===== config.mk =====
export PLATFORM = sky130hd
export DESIGN_NAME = ram_port_arbiter_flat
export DESIGN_NICKNAME = d
export VERILOG_FILES = /design/src/rtl/ram_port_arbiter_pkg.sv /design/src/rtl/ram_port_arbiter_if.sv /design/src/rtl/ram_port_arbiter_rr_arbiter2.sv /design/src/rtl/ram_port_arbiter.sv /design/src/flat_wrapper.sv
export SDC_FILE = /design/constraint.sdc
export NUM_CORES = 1
export LEC_CHECK = 0
export BUFFER_PORTS_ARGS = -buffer_cell sky130_fd_sc_hd__buf_2
export CAP_MARGIN = 20
export CORE_MARGIN = 10
export CORE_UTILIZATION = 40
export CTS_CLUSTER_SIZE = 10
export DETAILED_ROUTE_END_ITERATION = 8
export PLACE_DENSITY = 0.82
export SYNTH_ARGS = -nofsm -noshare
export SYNTH_HDL_FRONTEND = slang
export SYNTH_SLANG_ARGS = --single-unit

===== constraint.sdc =====
create_clock -name clock -period 1.9 [get_ports clock]
set_input_delay 0.19 -clock clock [delete_from_list [all_inputs] [get_ports clock]]
set_output_delay 0.19 -clock clock [all_outputs]
set_load 0.02 [all_outputs]

===== src/rtl/ram_port_arbiter_pkg.sv =====
// ram_port_arbiter_pkg
//   Shared types and constants for the two-requester RAM port arbiter.
//   Optional build macro: RAM_OREG_EN (RAM built with its output register,
//   one extra cycle of read latency).
package ram_port_arbiter_pkg;

    localparam int unsigned NUM_REQ  = 2;
    localparam int unsigned ID_WIDTH = 1;

    // Travels alongside each RAM access so read data can be routed home.
    typedef struct packed {
        logic                is_read;
        logic [ID_WIDTH-1:0] id;
    } tag_t;

`ifdef RAM_OREG_EN
    localparam int unsigned RAM_LATENCY = 2;
`else
    localparam int unsigned RAM_LATENCY = 1;
`endif

    // One stage for the port register, then one per RAM read cycle.
    localparam int unsigned TAG_DEPTH  = RAM_LATENCY + 1;
    // Accept to rsp_valid, including the response register.
    localparam int unsigned RD_LATENCY = TAG_DEPTH + 1;

    function automatic logic [NUM_REQ-1:0] id_onehot(input logic [ID_WIDTH-1:0] id);
        logic [NUM_REQ-1:0] v;
        v     = '0;
        v[id] = 1'b1;
        return v;
    endfunction

endpackage


===== src/rtl/ram_port_arbiter_if.sv =====
// ram_port_arbiter_if
//   Bundles the requester handshakes, the read-return bus and the RAM port.
//   master : requester / RAM side (drives requests and ram_odata)
//   slave  : arbiter side (drives grants, responses and the RAM port)
interface ram_port_arbiter_if #(
    parameter int unsigned DATA_WIDTH = 8,
    parameter int unsigned ADDR_WIDTH = 10
);
    logic [1:0]            req_valid;
    logic [1:0]            req_ready;
    logic [1:0]            req_write;
    logic [1:0]            req_lock;
    logic [ADDR_WIDTH-1:0] req_addr0;
    logic [ADDR_WIDTH-1:0] req_addr1;
    logic [DATA_WIDTH-1:0] req_wdata0;
    logic [DATA_WIDTH-1:0] req_wdata1;
    logic [1:0]            rsp_valid;
    logic [DATA_WIDTH-1:0] rsp_data;
    logic                  ram_enable;
    logic                  ram_write;
    logic [ADDR_WIDTH-1:0] ram_addr;
    logic [DATA_WIDTH-1:0] ram_idata;
    logic [DATA_WIDTH-1:0] ram_odata;

    modport master (
        output req_valid, req_write, req_lock, req_addr0, req_addr1,
               req_wdata0, req_wdata1, ram_odata,
        input  req_ready, rsp_valid, rsp_data, ram_enable, ram_write,
               ram_addr, ram_idata
    );

    modport slave (
        input  req_valid, req_write, req_lock, req_addr0, req_addr1,
               req_wdata0, req_wdata1, ram_odata,
        output req_ready, rsp_valid, rsp_data, ram_enable, ram_write,
               ram_addr, ram_idata
    );
endinterface


===== src/rtl/ram_port_arbiter_rr_arbiter2.sv =====
// rr_arbiter2
//   Two-way round-robin arbiter with a per-owner lock.
//   clock, reset : clock, asynchronous active-high reset
//   i_valid      : request valid per requester
//   i_lock       : keep the grant after this accept
//   o_grant      : one-hot grant (zero when idle or in reset)
//   o_grant_id   : index of the granted requester, meaningful when o_grant != 0
module rr_arbiter2
    import ram_port_arbiter_pkg::*;
(
    input  logic                clock,
    input  logic                reset,
    input  logic [NUM_REQ-1:0]  i_valid,
    input  logic [NUM_REQ-1:0]  i_lock,
    output logic [NUM_REQ-1:0]  o_grant,
    output logic [ID_WIDTH-1:0] o_grant_id
);

    logic [ID_WIDTH-1:0] r_last_grant;
    logic                r_lock_active;
    logic [ID_WIDTH-1:0] r_lock_owner;

    logic                w_any;
    logic [ID_WIDTH-1:0] w_gnt_id;
    logic [ID_WIDTH-1:0] w_last_grant_next;
    logic                w_lock_active_next;
    logic [ID_WIDTH-1:0] w_lock_owner_next;

    always_comb begin
        w_any    = (|i_valid) & ~reset;
        w_gnt_id = '0;
        if (r_lock_active && i_valid[r_lock_owner]) begin
            w_gnt_id = r_lock_owner;
        end else if (i_valid == 2'b01) begin
            w_gnt_id = 1'b0;
        end else if (i_valid == 2'b10) begin
            w_gnt_id = 1'b1;
        end else begin
            w_gnt_id = ~r_last_grant;
        end
        o_grant    = w_any ? id_onehot(w_gnt_id) : '0;
        o_grant_id = w_gnt_id;
    end

    always_comb begin
        w_last_grant_next  = r_last_grant;
        w_lock_active_next = r_lock_active;
        w_lock_owner_next  = r_lock_owner;
        // Owner walking away releases the lock; the other side may already win this cycle.
        if (r_lock_active && !i_valid[r_lock_owner]) begin
            w_lock_active_next = 1'b0;
        end
        if (w_any) begin
            w_last_grant_next = w_gnt_id;
            if (i_lock[w_gnt_id]) begin
                w_lock_active_next = 1'b1;
                w_lock_owner_next  = w_gnt_id;
            end else if (r_lock_active && (w_gnt_id == r_lock_owner)) begin
                w_lock_active_next = 1'b0;
            end
        end
    end

    always_ff @(posedge clock or posedge reset) begin
        if (reset) begin
            r_last_grant  <= 1'b1;
            r_lock_active <= 1'b0;
            r_lock_owner  <= '0;
        end else begin
            r_last_grant  <= w_last_grant_next;
            r_lock_active <= w_lock_active_next;
            r_lock_owner  <= w_lock_owner_next;
        end
    end

endmodule


===== src/rtl/ram_port_arbiter.sv =====
// ram_port_arbiter
//   Shares one block-RAM port between two requesters. Requests are granted
//   round-robin (with optional lock), the RAM port is driven from registers
//   the cycle after an accept, and read data is routed back to its requester.
//   clock, reset : clock, asynchronous active-high reset
//   bus          : ram_port_arbiter_if.slave (requests, responses, RAM port)
//   Build macro RAM_OREG_EN: RAM has an output register; read latency 4 instead of 3.
module ram_port_arbiter
    import ram_port_arbiter_pkg::*;
#(
    parameter int unsigned DATA_WIDTH = 8,
    parameter int unsigned ADDR_WIDTH = 10
) (
    input  logic               clock,
    input  logic               reset,
    ram_port_arbiter_if.slave  bus
);

    logic [NUM_REQ-1:0]    w_grant;
    logic [ID_WIDTH-1:0]   w_gnt_id;
    logic                  w_accept;
    logic                  w_write;
    logic [ADDR_WIDTH-1:0] w_addr;
    logic [DATA_WIDTH-1:0] w_wdata;

    logic                  r_ram_enable;
    logic                  r_ram_write;
    logic [ADDR_WIDTH-1:0] r_ram_addr;
    logic [DATA_WIDTH-1:0] r_ram_idata;
    tag_t                  r_tag [TAG_DEPTH];
    logic [NUM_REQ-1:0]    r_rsp_valid;
    logic [DATA_WIDTH-1:0] r_rsp_data;

    rr_arbiter2 u_arb (
        .clock      (clock),
        .reset      (reset),
        .i_valid    (bus.req_valid),
        .i_lock     (bus.req_lock),
        .o_grant    (w_grant),
        .o_grant_id (w_gnt_id)
    );

    assign w_accept = |w_grant;
    assign w_write  = bus.req_write[w_gnt_id];
    assign w_addr   = w_gnt_id[0] ? bus.req_addr1  : bus.req_addr0;
    assign w_wdata  = w_gnt_id[0] ? bus.req_wdata1 : bus.req_wdata0;

    // RAM port registers: address/data hold between accesses.
    always_ff @(posedge clock or posedge reset) begin
        if (reset) begin
            r_ram_enable <= 1'b0;
            r_ram_write  <= 1'b0;
            r_ram_addr   <= '0;
            r_ram_idata  <= '0;
        end else begin
            r_ram_enable <= w_accept;
            r_ram_write  <= w_accept & w_write;
            if (w_accept) begin
                r_ram_addr  <= w_addr;
                r_ram_idata <= w_wdata;
            end
        end
    end

    // Tag pipeline: stage 0 lines up with the port register, the last stage with ram_odata.
    always_ff @(posedge clock or posedge reset) begin
        if (reset) begin
            for (int i = 0; i < TAG_DEPTH; i++) begin
                r_tag[i] <= '0;
            end
        end else begin
            r_tag[0].is_read <= w_accept & ~w_write;
            r_tag[0].id      <= w_gnt_id;
            for (int i = 1; i < TAG_DEPTH; i++) begin
                r_tag[i] <= r_tag[i-1];
            end
        end
    end

    always_ff @(posedge clock or posedge reset) begin
        if (reset) begin
            r_rsp_valid <= '0;
            r_rsp_data  <= '0;
        end else begin
            r_rsp_valid <= r_tag[TAG_DEPTH-1].is_read ? id_onehot(r_tag[TAG_DEPTH-1].id) : '0;
            if (r_tag[TAG_DEPTH-1].is_read) begin
                r_rsp_data <= bus.ram_odata;
            end
        end
    end

    assign bus.req_ready  = w_grant;
    assign bus.rsp_valid  = r_rsp_valid;
    assign bus.rsp_data   = r_rsp_data;
    assign bus.ram_enable = r_ram_enable;
    assign bus.ram_write  = r_ram_write;
    assign bus.ram_addr   = r_ram_addr;
    assign bus.ram_idata  = r_ram_idata;

endmodule


===== src/flat_wrapper.sv =====
// flat-port wrapper written by rule: the top's interface ports become plain ports
module ram_port_arbiter_flat import ram_port_arbiter_pkg::*;
#(
    parameter int unsigned DATA_WIDTH = 8,
    parameter int unsigned ADDR_WIDTH = 10
)
  (clock, reset, bus_req_valid, bus_req_write, bus_req_lock, bus_req_addr0, bus_req_addr1, bus_req_wdata0, bus_req_wdata1, bus_ram_odata, bus_req_ready, bus_rsp_valid, bus_rsp_data, bus_ram_enable, bus_ram_write, bus_ram_addr, bus_ram_idata);
  ram_port_arbiter_if #(.DATA_WIDTH(DATA_WIDTH), .ADDR_WIDTH(ADDR_WIDTH)) bus_i ();
  input  logic clock;
  input  logic reset;
  input wire logic [$bits(bus_i.req_valid)-1:0] bus_req_valid;
  input wire logic [$bits(bus_i.req_write)-1:0] bus_req_write;
  input wire logic [$bits(bus_i.req_lock)-1:0] bus_req_lock;
  input wire logic [$bits(bus_i.req_addr0)-1:0] bus_req_addr0;
  input wire logic [$bits(bus_i.req_addr1)-1:0] bus_req_addr1;
  input wire logic [$bits(bus_i.req_wdata0)-1:0] bus_req_wdata0;
  input wire logic [$bits(bus_i.req_wdata1)-1:0] bus_req_wdata1;
  input wire logic [$bits(bus_i.ram_odata)-1:0] bus_ram_odata;
  output wire logic [$bits(bus_i.req_ready)-1:0] bus_req_ready;
  output wire logic [$bits(bus_i.rsp_valid)-1:0] bus_rsp_valid;
  output wire logic [$bits(bus_i.rsp_data)-1:0] bus_rsp_data;
  output wire logic [$bits(bus_i.ram_enable)-1:0] bus_ram_enable;
  output wire logic [$bits(bus_i.ram_write)-1:0] bus_ram_write;
  output wire logic [$bits(bus_i.ram_addr)-1:0] bus_ram_addr;
  output wire logic [$bits(bus_i.ram_idata)-1:0] bus_ram_idata;
  assign bus_i.req_valid = bus_req_valid;
  assign bus_i.req_write = bus_req_write;
  assign bus_i.req_lock = bus_req_lock;
  assign bus_i.req_addr0 = bus_req_addr0;
  assign bus_i.req_addr1 = bus_req_addr1;
  assign bus_i.req_wdata0 = bus_req_wdata0;
  assign bus_i.req_wdata1 = bus_req_wdata1;
  assign bus_i.ram_odata = bus_ram_odata;
  assign bus_req_ready = bus_i.req_ready;
  assign bus_rsp_valid = bus_i.rsp_valid;
  assign bus_rsp_data = bus_i.rsp_data;
  assign bus_ram_enable = bus_i.ram_enable;
  assign bus_ram_write = bus_i.ram_write;
  assign bus_ram_addr = bus_i.ram_addr;
  assign bus_ram_idata = bus_i.ram_idata;
  ram_port_arbiter #(.DATA_WIDTH(DATA_WIDTH), .ADDR_WIDTH(ADDR_WIDTH)) u_core (.clock(clock), .reset(reset), .bus(bus_i));
endmodule

# Word level (Yosys, flattened, before mapping)
# Index checks and enable logic that the tools add are counted.
[word_totals]
ff_bits = 37
latchBits = 0
mem_bits_rw = 0
mem_bits_ro = 0
input_bits = 52
out_inout_bits = 32
memories = 0
[op_classes]
n_addsub = 0
n_mul = 0
div = 0
magnitude_cmp = 5
eq_ne = 3
shifts = 0
muxes = 21
bitwise_logic = 6
n_reduce_logical = 9
[op_table]
columns = ["cell", "count"]
rows = [
  ["1-bit 2-to-1 mux", 15],
  ["10-bit 2-to-1 mux", 1],
  ["8-bit 2-to-1 mux", 1],
  ["1-bit by 2-bit less-than comparator with 1-bit output, second input constant", 3],
  ["1-bit logical AND", 5],
  ["2-bit 2-to-1 mux", 2],
  ["2-bit OR reduction", 2],
  ["1-bit AND", 3],
  ["1-bit inverter", 3],
  ["1-bit demux with 1-bit select", 2],
  ["2-bit by 1-bit == test with 1-bit output, second input constant", 1],
  ["2-bit == test, second input constant", 1],
  ["1-bit >= comparator, second input constant", 2],
  ["2-bit AND reduction", 1],
  ["1-bit == test", 1],
  ["1-bit logical NOT", 1],
]

# Depth between registers and ports, before layout
[logic_depth]
depth_word = 11
mapped_depth = 6
ltp_nobuf = 6

# Modules after synthesis
# From an unflattened synthesis, not the netlist that was laid out.
[hier_totals]
cells_unflattened = 139
area_unflattened_um2 = 1640.3
[by_module_without_submodules]
columns = ["mod", "n_inst", "cells_each", "area_each_um2"]
rows = [
  ["ram_port_arbiter", 1, 113, 1435.1],
  ["rr_arbiter2", 1, 26, 205.2],
]

# Least setup slack after synthesis
# Ideal clock, no wire load.
[synth_timing]
kind = "input -> output"
from = "input reset"
to = "output bus_req_ready[1]"
arrival_ps = 1841
slack_ps = -131
stages = 4
n_path_buf = 1
cell_sequence = "inv_1 o21ai_1 buf_4 nor2_1"
[synth_between]
elab_chain_cells = 3
[synth_rtl]
columns = ["item", "line_no", "source"]
rows = [
  ["start: declaration", "flat_wrapper.sv:10", "input logic reset;"],
  ["1-bit inverter", "ram_port_arbiter_rr_arbiter2.sv:30", "w_any = (|i_valid) & ~reset;"],
  ["1-bit AND", "ram_port_arbiter_rr_arbiter2.sv:30", ""],
  ["2-bit 2-to-1 mux", "ram_port_arbiter_rr_arbiter2.sv:41", "o_grant = w_any ? id_onehot(w_gnt_id) : '0;"],
  ["end: declaration", "flat_wrapper.sv:19", "output wire logic [$bits(bus_i.req_ready)-1:0] bus_req_ready;"],
]
# Every way passes these cells.

# Final worst setup path
[layout_timing]
from = "register u_core.u_arb.r_lock_active"
to = "output bus_req_ready[1]"
[layout_between]
elab_chain_cells = 7
elab_cells_between_ends = 8
[layout_rtl]
columns = ["item", "line_no", "source"]
rows = [
  ["start: declaration", "ram_port_arbiter_rr_arbiter2.sv:20", "logic r_lock_active;"],
  ["start signal: assignment", "ram_port_arbiter_rr_arbiter2.sv:71", "r_lock_active <= w_lock_active_next;"],
  ["1-bit logical AND *", "ram_port_arbiter_rr_arbiter2.sv:32", "if (r_lock_active && i_valid[r_lock_owner]) begin"],
  ["1-bit 2-to-1 mux *", "ram_port_arbiter_rr_arbiter2.sv:32", ""],
  ["1-bit by 2-bit less-than comparator with 1-bit output (implied by the code) or 1-bit >= comparator (tied branches)", "ram_port_arbiter_pkg.sv:30", "v[id] = 1'b1;"],
  ["1-bit logical AND (implied by the code)", "ram_port_arbiter_pkg.sv:30", ""],
  ["1-bit 2-to-1 mux (implied by the code)", "ram_port_arbiter_pkg.sv:30", ""],
  ["1-bit demux with 1-bit select *", "ram_port_arbiter_pkg.sv:30", ""],
  ["2-bit 2-to-1 mux *", "ram_port_arbiter_rr_arbiter2.sv:41", ""],
]
# Mark *: on every way between the ends. The rest lies on a longest branch, timed or not.

==> results_dict.tcl <==
set metrics [dict create \
    met1_usage_pct 15.8 \
    r2r_cells 6 \
    track_usage_pct 12.4 \
    fp.dieArea_mm2 0.00686 \
    crit_type "flop to primary output" \
    setup_viol 0 \
    grt_max_degree 38 \
    grt_setup_unrepaired "no" \
    hold_viol 0 \
    p_per_area_mw_per_mm2 1060 \
    max_freq_mhz 559 \
    finalSetupTns_ns 0 \
    port-buffer-count 83 \
    die_height_um 82.9 \
    initial_core_util_pct 42.2 \
    cts-root-buf "clkbuf_8" \
    required_ns 1.71 \
    ios 84 \
    worstPathMaxFanout 13 \
    n_antenna_cell 0 \
    slew_headroom_pct 70.1 \
    ys_seq_elements 37 \
    clockBufferDepth 2 \
    path_cells "or2_0 -> a31o_4 -> buf_6 -> nor2_1 -> buf_2" \
    cts-hold-fix-buffers 0 \
    hold_slack_ns 0.0464 \
    first_pass_iters 2 \
    synth_warnings 0 \
    cts_tree "done" \
    final_area_mm2 0.00219 \
    die_x_um 82.9 \
    met2_usage_pct 17.5 \
    p_sw_uw 718 \
    leakage_uw 0.00108 \
    reg2reg_slack_ns 0.34 \
    internal_power_uw 1600 \
    wl_per_cell_um 14.6 \
    worst_pin_slew_ns 0.449 \
    p_clk_share_pct 29.7 \
    globalplace.congestion 0.799 \
    pwr-share-comb_pct 27.5 \
    p_total_uw 2320 \
    viasPerCell 4.68 \
    gr-max-usage-layer "met2" \
    synth-seq-area-share_pct 58.7 \
    grt_overflow 0 \
    cts.sinks 37 \
    core_region_area_mm2 0.00374 \
    drive_gt1_share_pct 51.7 \
    hold_path_class "primary input to asynchronous set/reset pin" \
    grt_pass1_vias 1479 \
    initialDrtViolationCount 76 \
    reg2reg_to "u_core.bus.ram_addr[8]" \
    outcome "complete, no violations" \
    ys_types 24 \
    fin_crit_sh_pct 94.2 \
    synth_nets 203 \
    finalClockSkew_ns 0.00416 \
    nets 293 \
    vdd_drop_max_mv 0.438 \
    dpl_cell_area_mm2 0.00205 \
    switching_share_pct 30.9 \
    post-synth-top-area-fraction_pct 57.0 \
    slew_viol_final 0 \
    synth_area_leaders "dfrtp_1, a21oi_1, mux2_2" \
    critPathArrivalTime_ns 1.60 \
    worst_slack_ns 0.111 \
    vias 1358 \
    cpPeakStageDelay_ns 0.39 \
    critPathLaunchType "flop" \
    syn_area_mm2 0.00158 \
    grt_antenna_before_repair 0 \
    layout_min_cycle_time_ns 1.79 \
    htree_levels 2 \
    drc 0 \
    cts.clk_slew.worst_paths_ns 0.07 \
    ant_nets 0 \
    dp_slack_ns 0.196 \
    cp-startpoint "u_core.u_arb.r_lock_active" \
    synth_area_leader_cell "dfrtp_1" \
    end_kind "primary output" \
    grt_first_pass_wirelength_mm 7.20 \
    rr_startpoint "u_core.u_arb.r_lock_active" \
    fp-row-count 22 \
    avgSynthCellArea_um2 10.5 \
    worst_path_max_delay_cell "dfrtp_1" \
    insertion_delay_ns 0.28 \
    grt_use_met3_pct 6.54 \
    place_hpwl_mm 3.45 \
    area_growth_syn_to_layout_pct 38.8 \
    routed_wl_mm 4.24 \
    power_frac_seq_pct 42.8 \
    cts_made_buffers 5 \
    postSynthCellCount 151 \
    maxCapViolCount 0 \
]
-- synth_stat cells --
| cell type | instances |
|---|---|
| a31o_2 | 1 |
| dfrtp_1 | 36 |
| o21ai_1 | 1 |
| o211ai_1 | 1 |
| nor2_1 | 24 |
| o21ba_2 | 1 |
| buf_6 | 3 |
| buf_4 | 1 |
| buf_8 | 1 |
| clkbuf_4 | 1 |
| clkbuf_1 | 2 |
| a21oi_1 | 29 |
| a21oi_2 | 9 |
| mux2_2 | 9 |
| inv_2 | 1 |
| nor2b_1 | 1 |
| buf_1 | 1 |
| nand2_1 | 20 |
| nand3_1 | 2 |
| mux2i_1 | 1 |
| dfstp_2 | 1 |
| or2_0 | 1 |
| and2_1 | 2 |
| inv_1 | 2 |
-- per-layer routing --
layer  share of wire [%]  up-vias
li1                    -      677
met1                  45      615
met5                   0        -
met3                  10        4
met2                  44       62
met4                0.57        0
-- critical path: cells and delay by family, from the launching register on --
family          cells  cell delay, ns
flops               1            0.39
simple gates        2            0.34
buf+inv             2            0.31
compound gates      1            0.27
-- layout make-up --
| cell class | count | area (um^2) |
|---|---|---|
| clock inverters | 2 | 37.5 |
| clock buffers | 6 | 82.6 |
| well taps | 48 | 60.1 |
| flip-flops and latches | 37 | 927 |
| repair buffers | 92 | 487 |
| multi-input cells | 102 | 582 |
| fillers | 338 | 1550 |
| inverters | 3 | 17.5 |
-- logic make-up (layout without fill, tap and decap cells) --
group                  count (synthesis)  count (layout)  share of synthesized area [%]
buffers and inverters                 12             103                           5.46
multiplexers                          10              10                           7.05
flip-flops                            37              37                           58.7
AO/OA/AOI/OAI                         42              42                           16.2
AND/OR/NAND/NOR                       50              50                           12.7
-- worst max-delay path by stage --
stage                                    endpoint  slack [ns]  cells past startpoint
after CTS                        bus_req_ready[0]       0.007                      5
after global placement           bus_req_ready[0]        0.25                      5
after detailed placement  u_core.bus.ram_idata[5]        0.20                      6
after floorplan                   u_core.r_tag[3]        0.21                      5
final                            bus_req_ready[1]        0.11                      5
after global routing             bus_req_ready[0]        0.01                      5
-- per-stage QoR --
stage | instances | util (%)
2_1_floorplan | 151 | -
3_3_place_gp | 281 | 54.7
3_5_place_dp | 281 | 54.7
4_1_cts | 289 | 58.2
5_1_grt | 290 | 58.6
6_report | 290 | 58.6
-- what timing repair did --
item,4_1_cts,5_1_grt
gates resized for setup,2,3
pin swaps,0,1
setup buffers,0,1
endpoints found under the setup margin,2,2
-- registers in the layout, indices dropped and copies added (netlist names) --
name and flops:
u_core.bus.ram_addr 10, u_core.bus.ram_enable 1, u_core.bus.ram_idata 8, u_core.bus.ram_write 1, u_core.bus.rsp_data 8, u_core.bus.rsp_valid 2, u_core.r_tag 4, u_core.u_arb.r_last_grant 1
u_core.u_arb.r_lock_active 1, u_core.u_arb.r_lock_owner 1
-- power by group through the flow --
| stage | clock, uW | combinational (uW) | sequential [uW] |
|---|---|---|---|
| floorplan | 0 | 266 | 1150 |
| global placement | 0 | 622 | 999 |
| detailed placement | 0 | 639 | 1010 |
| CTS | 707 | 645 | 994 |
| global route | 750 | 701 | 1010 |
| finish | 689 | 640 | 994 |
-- cell usage in the layout, fill, tap and decap left out, drive strengths merged, types with 2 or more instances in the layout --
master     n
a21oi     38
and2       2
buf       92
clkbuf     6
clkinvlp   2
dfrtp     36
inv        2
mux2       9
nand2     20
nand3      2
nor2      24
Note: power is estimated with default switching activity, not from simulation.
